**config.mk**
```make
export PLATFORM = sky130hd
export DESIGN_NAME = vmp_sequencer_flat
export DESIGN_NICKNAME = d
export VERILOG_FILES = /design/src/rtl/vmp_sequencer_if.sv /design/src/rtl/vmp_sequencer.sv /design/src/flat_wrapper.sv
export SDC_FILE = /design/constraint.sdc
export NUM_CORES = 1
export LEC_CHECK = 0
export ABC_CLOCK_PERIOD_IN_PS = 3300
export CAP_MARGIN = 5
export CORE_MARGIN = 3
export CORE_UTILIZATION = 45
export CTS_CLUSTER_DIAMETER = 200
export DETAILED_ROUTE_END_ITERATION = 10
export PLACE_DENSITY = 0.76
export SETUP_SLACK_MARGIN = 0.02
export SYNTH_ARGS = -nofsm -noshare
export SYNTH_HDL_FRONTEND = slang
export SYNTH_SLANG_ARGS = --single-unit
```
**constraint.sdc**
```tcl
create_clock -name clk -period 3.3 [get_ports clk]
set_clock_uncertainty 0.15 [all_clocks]
set_input_delay 0.495 -clock clk [delete_from_list [all_inputs] [get_ports clk]]
set_output_delay 0.495 -clock clk [all_outputs]
set_load 0.05 [all_outputs]
```
**src/rtl/vmp_sequencer_if.sv**
```systemverilog
// vmp_sequencer_if: start / chunk-read / result bundle for vmp_sequencer.
// slave = sequencer side, master = host + memory/datapath side.
interface vmp_sequencer_if #(
    parameter int N         = 10,
    parameter int CHUNK_AW  = 7,
    parameter int ACC_WIDTH = 34
);
    logic                   start_valid;
    logic                   start_ready;
    logic [CHUNK_AW-1:0]    chunk_addr;
    logic                   chunk_en;
    logic [26*N-1:0]        vmp_value;
    logic                   result_valid;
    logic                   result_ready;
    logic [ACC_WIDTH*N-1:0] result_sums;
    logic [3:0]             result_class;

    modport slave (
        input  start_valid,
        output start_ready,
        output chunk_addr,
        output chunk_en,
        input  vmp_value,
        output result_valid,
        input  result_ready,
        output result_sums,
        output result_class
    );

    modport master (
        output start_valid,
        input  start_ready,
        input  chunk_addr,
        input  chunk_en,
        output vmp_value,
        input  result_valid,
        output result_ready,
        input  result_sums,
        input  result_class
    );
endinterface

```
**src/rtl/vmp_sequencer.sv**
```systemverilog
// vmp_sequencer: issues NUM_CHUNKS chunk reads per image, accumulates the
// N signed lane results PIPE_LAT cycles later, reduces, presents result.
// Ports: clk, GlobalReset (sync, active high), bus (vmp_sequencer_if.slave:
//   start_valid/ready, chunk_addr/en, vmp_value, result_valid/ready/sums/class).
// Option: define VMP_SEQ_ARGMAX_EN for a serial argmax in REDUCE (N cycles);
//   otherwise REDUCE is one cycle and result_class is 0.
module vmp_sequencer #(
    parameter int N          = 10,
    parameter int NUM_CHUNKS = 79,
    parameter int CHUNK_AW   = 7,
    parameter int PIPE_LAT   = 3,
    parameter int ACC_WIDTH  = 34
) (
    input logic           clk,
    input logic           GlobalReset,
    vmp_sequencer_if.slave bus
);
    typedef enum logic [2:0] {
        IDLE,
        ISSUE,
        DRAIN,
        REDUCE,
        DONE
    } state_e;

    localparam logic [CHUNK_AW-1:0] LAST_CHUNK = CHUNK_AW'(NUM_CHUNKS - 1);
    // Pipe pattern when only the final chunk is still in flight, at its tap.
    localparam logic [PIPE_LAT-1:0] LAST_TAG = PIPE_LAT'(1) << (PIPE_LAT - 1);

    state_e                 state_q, state_d;
    logic [CHUNK_AW-1:0]    cnt_q, cnt_d;
    logic [PIPE_LAT-1:0]    vpipe_q, vpipe_d;
    logic [ACC_WIDTH-1:0]   acc_q [N];
    logic [ACC_WIDTH-1:0]   acc_d [N];
`ifdef VMP_SEQ_ARGMAX_EN
    logic [3:0]             red_q, red_d;
    logic [3:0]             cls_q, cls_d;
    logic [ACC_WIDTH-1:0]   best_q, best_d;
`endif

    always_comb begin
        state_d = state_q;
        cnt_d   = cnt_q;
        acc_d   = acc_q;
        vpipe_d = vpipe_q << 1;
`ifdef VMP_SEQ_ARGMAX_EN
        red_d   = red_q;
        cls_d   = cls_q;
        best_d  = best_q;
`endif
        vpipe_d[0] = (state_q == ISSUE);

        // Oldest pipe stage marks the cycle vmp_value belongs to a chunk.
        if (vpipe_q[PIPE_LAT-1]) begin
            for (int j = 0; j < N; j++) begin
                acc_d[j] = acc_q[j] + {{(ACC_WIDTH-26){bus.vmp_value[26*j+25]}},
                                       bus.vmp_value[26*j +: 26]};
            end
        end

        unique case (state_q)
            IDLE: begin
                if (bus.start_valid) begin
                    state_d = ISSUE;
                    cnt_d   = '0;
                    for (int j = 0; j < N; j++) begin
                        acc_d[j] = '0;
                    end
                end
            end
            ISSUE: begin
                cnt_d = cnt_q + 1'b1;
                if (cnt_q == LAST_CHUNK) begin
                    cnt_d   = '0;
                    state_d = DRAIN;
                end
            end
            DRAIN: begin
                if (vpipe_q == LAST_TAG) begin
                    state_d = REDUCE;
`ifdef VMP_SEQ_ARGMAX_EN
                    red_d   = '0;
`endif
                end
            end
            REDUCE: begin
`ifdef VMP_SEQ_ARGMAX_EN
                // Strict greater-than keeps the lowest index on ties.
                if (red_q == 4'd0 ||
                    $signed(acc_q[red_q]) > $signed(best_q)) begin
                    best_d = acc_q[red_q];
                    cls_d  = red_q;
                end
                if (red_q == 4'(N - 1)) begin
                    state_d = DONE;
                end else begin
                    red_d = red_q + 4'd1;
                end
`else
                state_d = DONE;
`endif
            end
            DONE: begin
                if (bus.result_ready) begin
                    state_d = IDLE;
                end
            end
            default: state_d = IDLE;
        endcase
    end

    always_ff @(posedge clk) begin
        if (GlobalReset) begin
            state_q <= IDLE;
            cnt_q   <= '0;
            vpipe_q <= '0;
            for (int j = 0; j < N; j++) begin
                acc_q[j] <= '0;
            end
`ifdef VMP_SEQ_ARGMAX_EN
            red_q   <= '0;
            cls_q   <= '0;
            best_q  <= '0;
`endif
        end else begin
            state_q <= state_d;
            cnt_q   <= cnt_d;
            vpipe_q <= vpipe_d;
            for (int j = 0; j < N; j++) begin
                acc_q[j] <= acc_d[j];
            end
`ifdef VMP_SEQ_ARGMAX_EN
            red_q   <= red_d;
            cls_q   <= cls_d;
            best_q  <= best_d;
`endif
        end
    end

    always_comb begin
        bus.start_ready  = (state_q == IDLE);
        bus.chunk_en     = (state_q == ISSUE);
        bus.chunk_addr   = (state_q == ISSUE) ? cnt_q : '0;
        bus.result_valid = (state_q == DONE);
        for (int j = 0; j < N; j++) begin
            bus.result_sums[ACC_WIDTH*j +: ACC_WIDTH] = acc_q[j];
        end
`ifdef VMP_SEQ_ARGMAX_EN
        bus.result_class = cls_q;
`else
        bus.result_class = 4'd0;
`endif
    end
endmodule

```
**src/flat_wrapper.sv**
```systemverilog
// flat-port wrapper written by rule: the top's interface ports become plain ports
module vmp_sequencer_flat 
#(
    parameter int N          = 10,
    parameter int NUM_CHUNKS = 79,
    parameter int CHUNK_AW   = 7,
    parameter int PIPE_LAT   = 3,
    parameter int ACC_WIDTH  = 34
)
  (clk, GlobalReset, bus_start_valid, bus_start_ready, bus_chunk_addr, bus_chunk_en, bus_vmp_value, bus_result_valid, bus_result_ready, bus_result_sums, bus_result_class);
  vmp_sequencer_if #(.N(N), .CHUNK_AW(CHUNK_AW), .ACC_WIDTH(ACC_WIDTH)) bus_i ();
  input logic clk;
  input logic GlobalReset;
  input wire logic [$bits(bus_i.start_valid)-1:0] bus_start_valid;
  output wire logic [$bits(bus_i.start_ready)-1:0] bus_start_ready;
  output wire logic [$bits(bus_i.chunk_addr)-1:0] bus_chunk_addr;
  output wire logic [$bits(bus_i.chunk_en)-1:0] bus_chunk_en;
  input wire logic [$bits(bus_i.vmp_value)-1:0] bus_vmp_value;
  output wire logic [$bits(bus_i.result_valid)-1:0] bus_result_valid;
  input wire logic [$bits(bus_i.result_ready)-1:0] bus_result_ready;
  output wire logic [$bits(bus_i.result_sums)-1:0] bus_result_sums;
  output wire logic [$bits(bus_i.result_class)-1:0] bus_result_class;
  assign bus_i.start_valid = bus_start_valid;
  assign bus_start_ready = bus_i.start_ready;
  assign bus_chunk_addr = bus_i.chunk_addr;
  assign bus_chunk_en = bus_i.chunk_en;
  assign bus_i.vmp_value = bus_vmp_value;
  assign bus_result_valid = bus_i.result_valid;
  assign bus_i.result_ready = bus_result_ready;
  assign bus_result_sums = bus_i.result_sums;
  assign bus_result_class = bus_i.result_class;
  vmp_sequencer #(.N(N), .NUM_CHUNKS(NUM_CHUNKS), .CHUNK_AW(CHUNK_AW), .PIPE_LAT(PIPE_LAT), .ACC_WIDTH(ACC_WIDTH)) u_core (.clk(clk), .GlobalReset(GlobalReset), .bus(bus_i));
endmodule
```
## Yosys cells after proc, flatten, opt, wreduce, memory -nomap -nowiden

Cells that the tools add are included.

- Add/sub/neg operators: 11
- Multiply operators: 0
- Div/mod/pow operators: 0
- Order comparisons: 0
- Equal/unequal tests: 10
- Shift operators: 0
- Multiplexer cells: 12
- Bitwise gates (word level): 0
- Reductions and logical operators: 4

Operators by type and width:

| kind | count |
|---|---|
| two-way mux 340 bit | 3 |
| adder 34 bit | 10 |
| two-way mux 7 bit | 3 |
| one-hot mux 3 bit (5 select lines) | 1 |
| one-hot mux 7 bit (2 select lines) | 1 |
| two-way mux 3 bit | 4 |
| adder 7 x 1 -> 7 bit (second input constant) | 1 |
| == test 7 bit (second input constant) | 1 |
| == test 3 x 2 -> 1 bit (second input constant) | 2 |
| == test 3 bit (second input constant) | 2 |
| != test 2 x 1 -> 1 bit (second input constant) | 3 |
| AND reduction 4 bit | 1 |
| == test 3 x 1 -> 1 bit (second input constant) | 1 |
| logical NOT 3 bit | 1 |
| != test 2 bit (second input constant) | 1 |
| AND reduction 2 bit | 1 |
| nonzero test 2 bit | 1 |

- Flip-flop bits (word level): 353
- Bits in latches: 0
- Bits in writable memories: 0
- ROM bits: 0
- Input bits: 264
- Output and inout bits: 354
- Logic and storage cells: 50
- Memories: 0

## Logic depth before layout (Yosys ltp)

- Depth in word-level cells: 4
- Mapped depth: 14
- Gate-level depth less buffers: 14

## Worst setup path before layout

Ideal clock, no wire load.

- Kind: reg2reg
- From: reg u_core.acc_q, in the netlist u_core.bus.result_sums[170]
- To: reg u_core.acc_q, in the netlist u_core.bus.result_sums[198]
- Library setup time: 0.117 ns
- Arrival time: 3.335 ns
- Required time: 3.033 ns
- Slack: -0.302 ns
- Stages on the path, launching flop included: 14
- Buffers on the path: 0
- Period minus slack after synthesis: 3.602 ns
- Cells stage by stage: dfxtp_1 ha_1 fa_1 a211o_1 a21oi_1 o221ai_1 a31o_2 a211oi_2 o21bai_1 a21o_1 a31oi_1 o21ai_1 xor2_1 a22o_1

- Word-level cells in the longest chain between the ends: 4

Ends and longest elaborated chain:

| element | RTL line | RTL |
|---|---|---|
| start, declared | vmp_sequencer.sv:33 | `logic [ACC_WIDTH-1:0] acc_q [N];` |
| start signal, assigned by index | vmp_sequencer.sv:130 | `acc_q[j] <= acc_d[j];` |
| adder 34 bit * | vmp_sequencer.sv:56 | `acc_d[j] = acc_q[j] + {{(ACC_WIDTH-26){bus.vmp_value[26*j+25]}},` |
| two-way mux 340 bit * | vmp_sequencer.sv:54 | `if (vpipe_q[PIPE_LAT-1]) begin` |
| two-way mux 340 bit | vmp_sequencer.sv:63 | `if (bus.start_valid) begin` |
| two-way mux 340 bit * | vmp_sequencer.sv:61 | `unique case (state_q)` |

Every way passes the cells marked *; elsewhere a longest branch is shown, timed or not.
A chain may end at the register's enable or synchronous reset.

## Final worst setup path

Same ends and word-level chain as after synthesis.

==> results.toml <==
[run_status]
status = "completed"

[place]
gp_congestion = 0.970
hpwlAfterDp_um = 75400
place_area_um2 = 38000
io_buffers = 613

[logic_synthesis]
synth_edf_count = 0
syn_avg_cell_area_um2 = 8.25
synth.distinct_cells = 96
ys.flop_type = "dfxtp_1"
syn_area_um2 = 27400
synthArstFlopShare_pct = 0
ys_ff_latch = 353
synth_cells = 3328
synth_seq_area_share_pct = 25.8
synth_warnings = 0

[routing]
wl_per_cell_um = 19.0
drt_wl_total_um = 98800
drcViolationCount = 0
firstDrtPassIters = 7
vias = 29001
drt_iter0_drc = 1395
ant_nets = 0
via_per_inst = 5.57

[layout]
drive_above_1_share_pct = 17.3
final_nets = 5000
syn2layout_area_growth_pct = 47.3
layout_commonest_cell = "clkdlybuf4s50_1"
final_cell_mix = "604 x clkdlybuf4s50_1, 511 x buf_4, 346 x nor2_1"
finish.instance_area_um2 = 40400

[setup_path]
worstSetupPathType = "reg -> reg"
worstPathArrival_ns = 3.56
path_max_fanout = 3
start_kind = "flop"
worstSetupEndpointType = "flop"
worst_ep_required_time_ns = 3.61
rr_worst_depth = 13

[cts]
cts_buffer_depth = 3
cts_made_buffers = 45
path_clk_slew_ns = 0.06
cts_tree = "built"
cts_root_buf = "clkbuf_16"
h-tree-depth = 2
clock_latency_ns = 0.57
clock_sinks = 353

[timing]
slew_viol_final = 0
final_hold_viol_count = 0
timing.final.crit_share_pct = 98.7
fin_crit_ns = 3.26
tightest_slew_ns = 1.19
rsz0062_at_grt = "true"
max_slew_margin_pct = 19.9
timing.fmax_mhz = 307
setup_viol = 0

[power_and_ir_drop]
p_per_area_nw_per_um2 = 297
power.leakage_nw = 18.2
power_mw = 12.0
ir_worst_vdd_mv = 0.318

[global_routing]
grt_pass1_vias = 28508
grt_pass1_wl_um = 151000
grt_max_degree = 94
grt_usage_pct = 29.1
overflow = 0
antenna_found_initial = 20

[floorplan]
num_io_pins = 618
fp.dieW_um = 253
dieArea_um2 = 64000
core_region_area_um2 = 59700
chipHeight_um = 253
rows = 89
start_util_pct = 46.0

[hold_path]
hp-class = "in -> reg"
whs_path_depth = 4

[run]
cap_viol_max_count = 0
cell type report:
cell class,instances,area (µm²)
Timing Repair Buffer,1133,10200
Clock inverter,8,168
Sequential cell,353,7100
Fill cell,4830,19300
Multi-Input combinational cell,2797,20400
Tap cell,773,967
Antenna cell,13,32.5
Clock buffer,69,1340
Inverter,64,243
kinds of logic after synthesis:
group | after synthesis | synth area share [%]
buffers and inverters | 181 | 2.66
XOR/XNOR | 286 | 9.16
multiplexers | 151 | 5.51
other | 1 | 0.0137
AO/OA/AOI/OAI | 1093 | 25.7
AND/OR/NAND/NOR | 921 | 15.3
flip-flops | 353 | 25.8
adder cells (fa/ha/maj) | 342 | 15.9
metal layers:
layer	wire, µm	GRT usage (%)
met1	41500	35.3
met2	46700	50.1
met3	6680	6.49
met4	3730	11.8
met5	102	0
cells in the mapped netlist, types with 6 or more instances:
library cell / instances / area share (%)
a211o_1: 8 / 0.26
a211oi_1: 67 / 1.8
a21boi_0: 6 / 0.16
a21boi_1: 6 / 0.16
a21o_1: 194 / 5.3
a21oi_1: 294 / 5.4
a221o_1: 6 / 0.22
a221oi_1: 11 / 0.35
a22o_1: 8 / 0.26
a311oi_1: 6 / 0.19
a31o_2: 11 / 0.35
a31oi_1: 40 / 0.91
and2_1: 17 / 0.39
and3_1: 35 / 0.80
and4_1: 13 / 0.41
buf_1: 13 / 0.18
clkbuf_1: 94 / 1.3
dfxtp_1: 353 / 26
fa_1: 10 / 0.73
ha_1: 332 / 15
inv_1: 63 / 0.86
mux2i_1: 151 / 5.5
nand2_1: 254 / 3.5
nand2b_1: 35 / 0.80
nand3_1: 65 / 1.2
nand3b_1: 13 / 0.36
nand4_1: 29 / 0.66
nor2_1: 350 / 4.8
nor2b_1: 38 / 0.87
nor3_1: 36 / 0.66
nor3b_1: 7 / 0.19
o211ai_1: 13 / 0.36
o21a_1: 31 / 0.85
o21ai_0: 218 / 4.0
o21ai_1: 41 / 0.75
o21bai_1: 38 / 1.0
o221ai_1: 6 / 0.19
o22ai_1: 6 / 0.14
o31a_1: 6 / 0.19
o31ai_1: 11 / 0.30
or3_1: 11 / 0.25
xnor2_1: 166 / 5.3
xor2_1: 119 / 3.8
state kept, by name (all words and copies together), names as in the netlist:
register,cells
u_core.state_q,3
u_core.cnt_q,7
u_core.bus.result_sums,340
u_core.vpipe_q,3
critical path, cell delays in order, from the launching register on:
cell,delay (ns)
dfxtp_2,0.34
ha_4,0.16
fa_2,0.35
a211o_1,0.31
a21oi_2,0.20
o221ai_2,0.13
a31o_2,0.30
a211oi_4,0.27
o21bai_1,0.09
a21o_1,0.20
a31oi_4,0.24
o21ai_2,0.08
xor2_1,0.14
a22o_1,0.19
worst paths after layout:
path / from / to / slack [ns]
worst min register to register: u_core.bus.result_sums[302] / u_core.bus.result_sums[302] / 0.32
worst max register to register: u_core.bus.result_sums[170] / u_core.bus.result_sums[198] / 0.04
worst min-delay path: bus_vmp_value[130] / u_core.bus.result_sums[170] / 0.19
worst max-delay path: u_core.bus.result_sums[170] / u_core.bus.result_sums[198] / 0.04
metrics by stage:
step	setup slack [ns]	util (%)	TNS, ns	hold slack [ns]	instances
2_1_floorplan	-0.0456	-	-0.0456	0.289	3331
3_3_place_gp	-0.779	63.6	-57.72	0.298	5090
3_5_place_dp	-0.809	63.6	-63.19	0.314	5090
4_1_cts	0.00556	66.4	0	0.321	5176
5_1_grt	-0.0692	67.7	-0.552	0.217	5207
6_report	0.0428	67.7	0	0.195	5210
timing repair:
action | 4_1_cts | 5_1_grt
setup buffers | 9 | 21
endpoints found under the setup margin | 32 | 90
pin swaps | 21 | 122
hold buffers | 0 | 0
endpoints found under the hold margin | 0 | 0
gates resized for setup | 24 | 119
where the power goes:
part           total (mW)  leakage [nW]  switching, mW  internal [mW]
logic                2.47          14.7           1.34           1.13
registers            4.38          2.86         0.0617           4.32
clock network        5.14         0.734           1.99           3.15
Note: power is estimated with default switching activity, not from simulation.
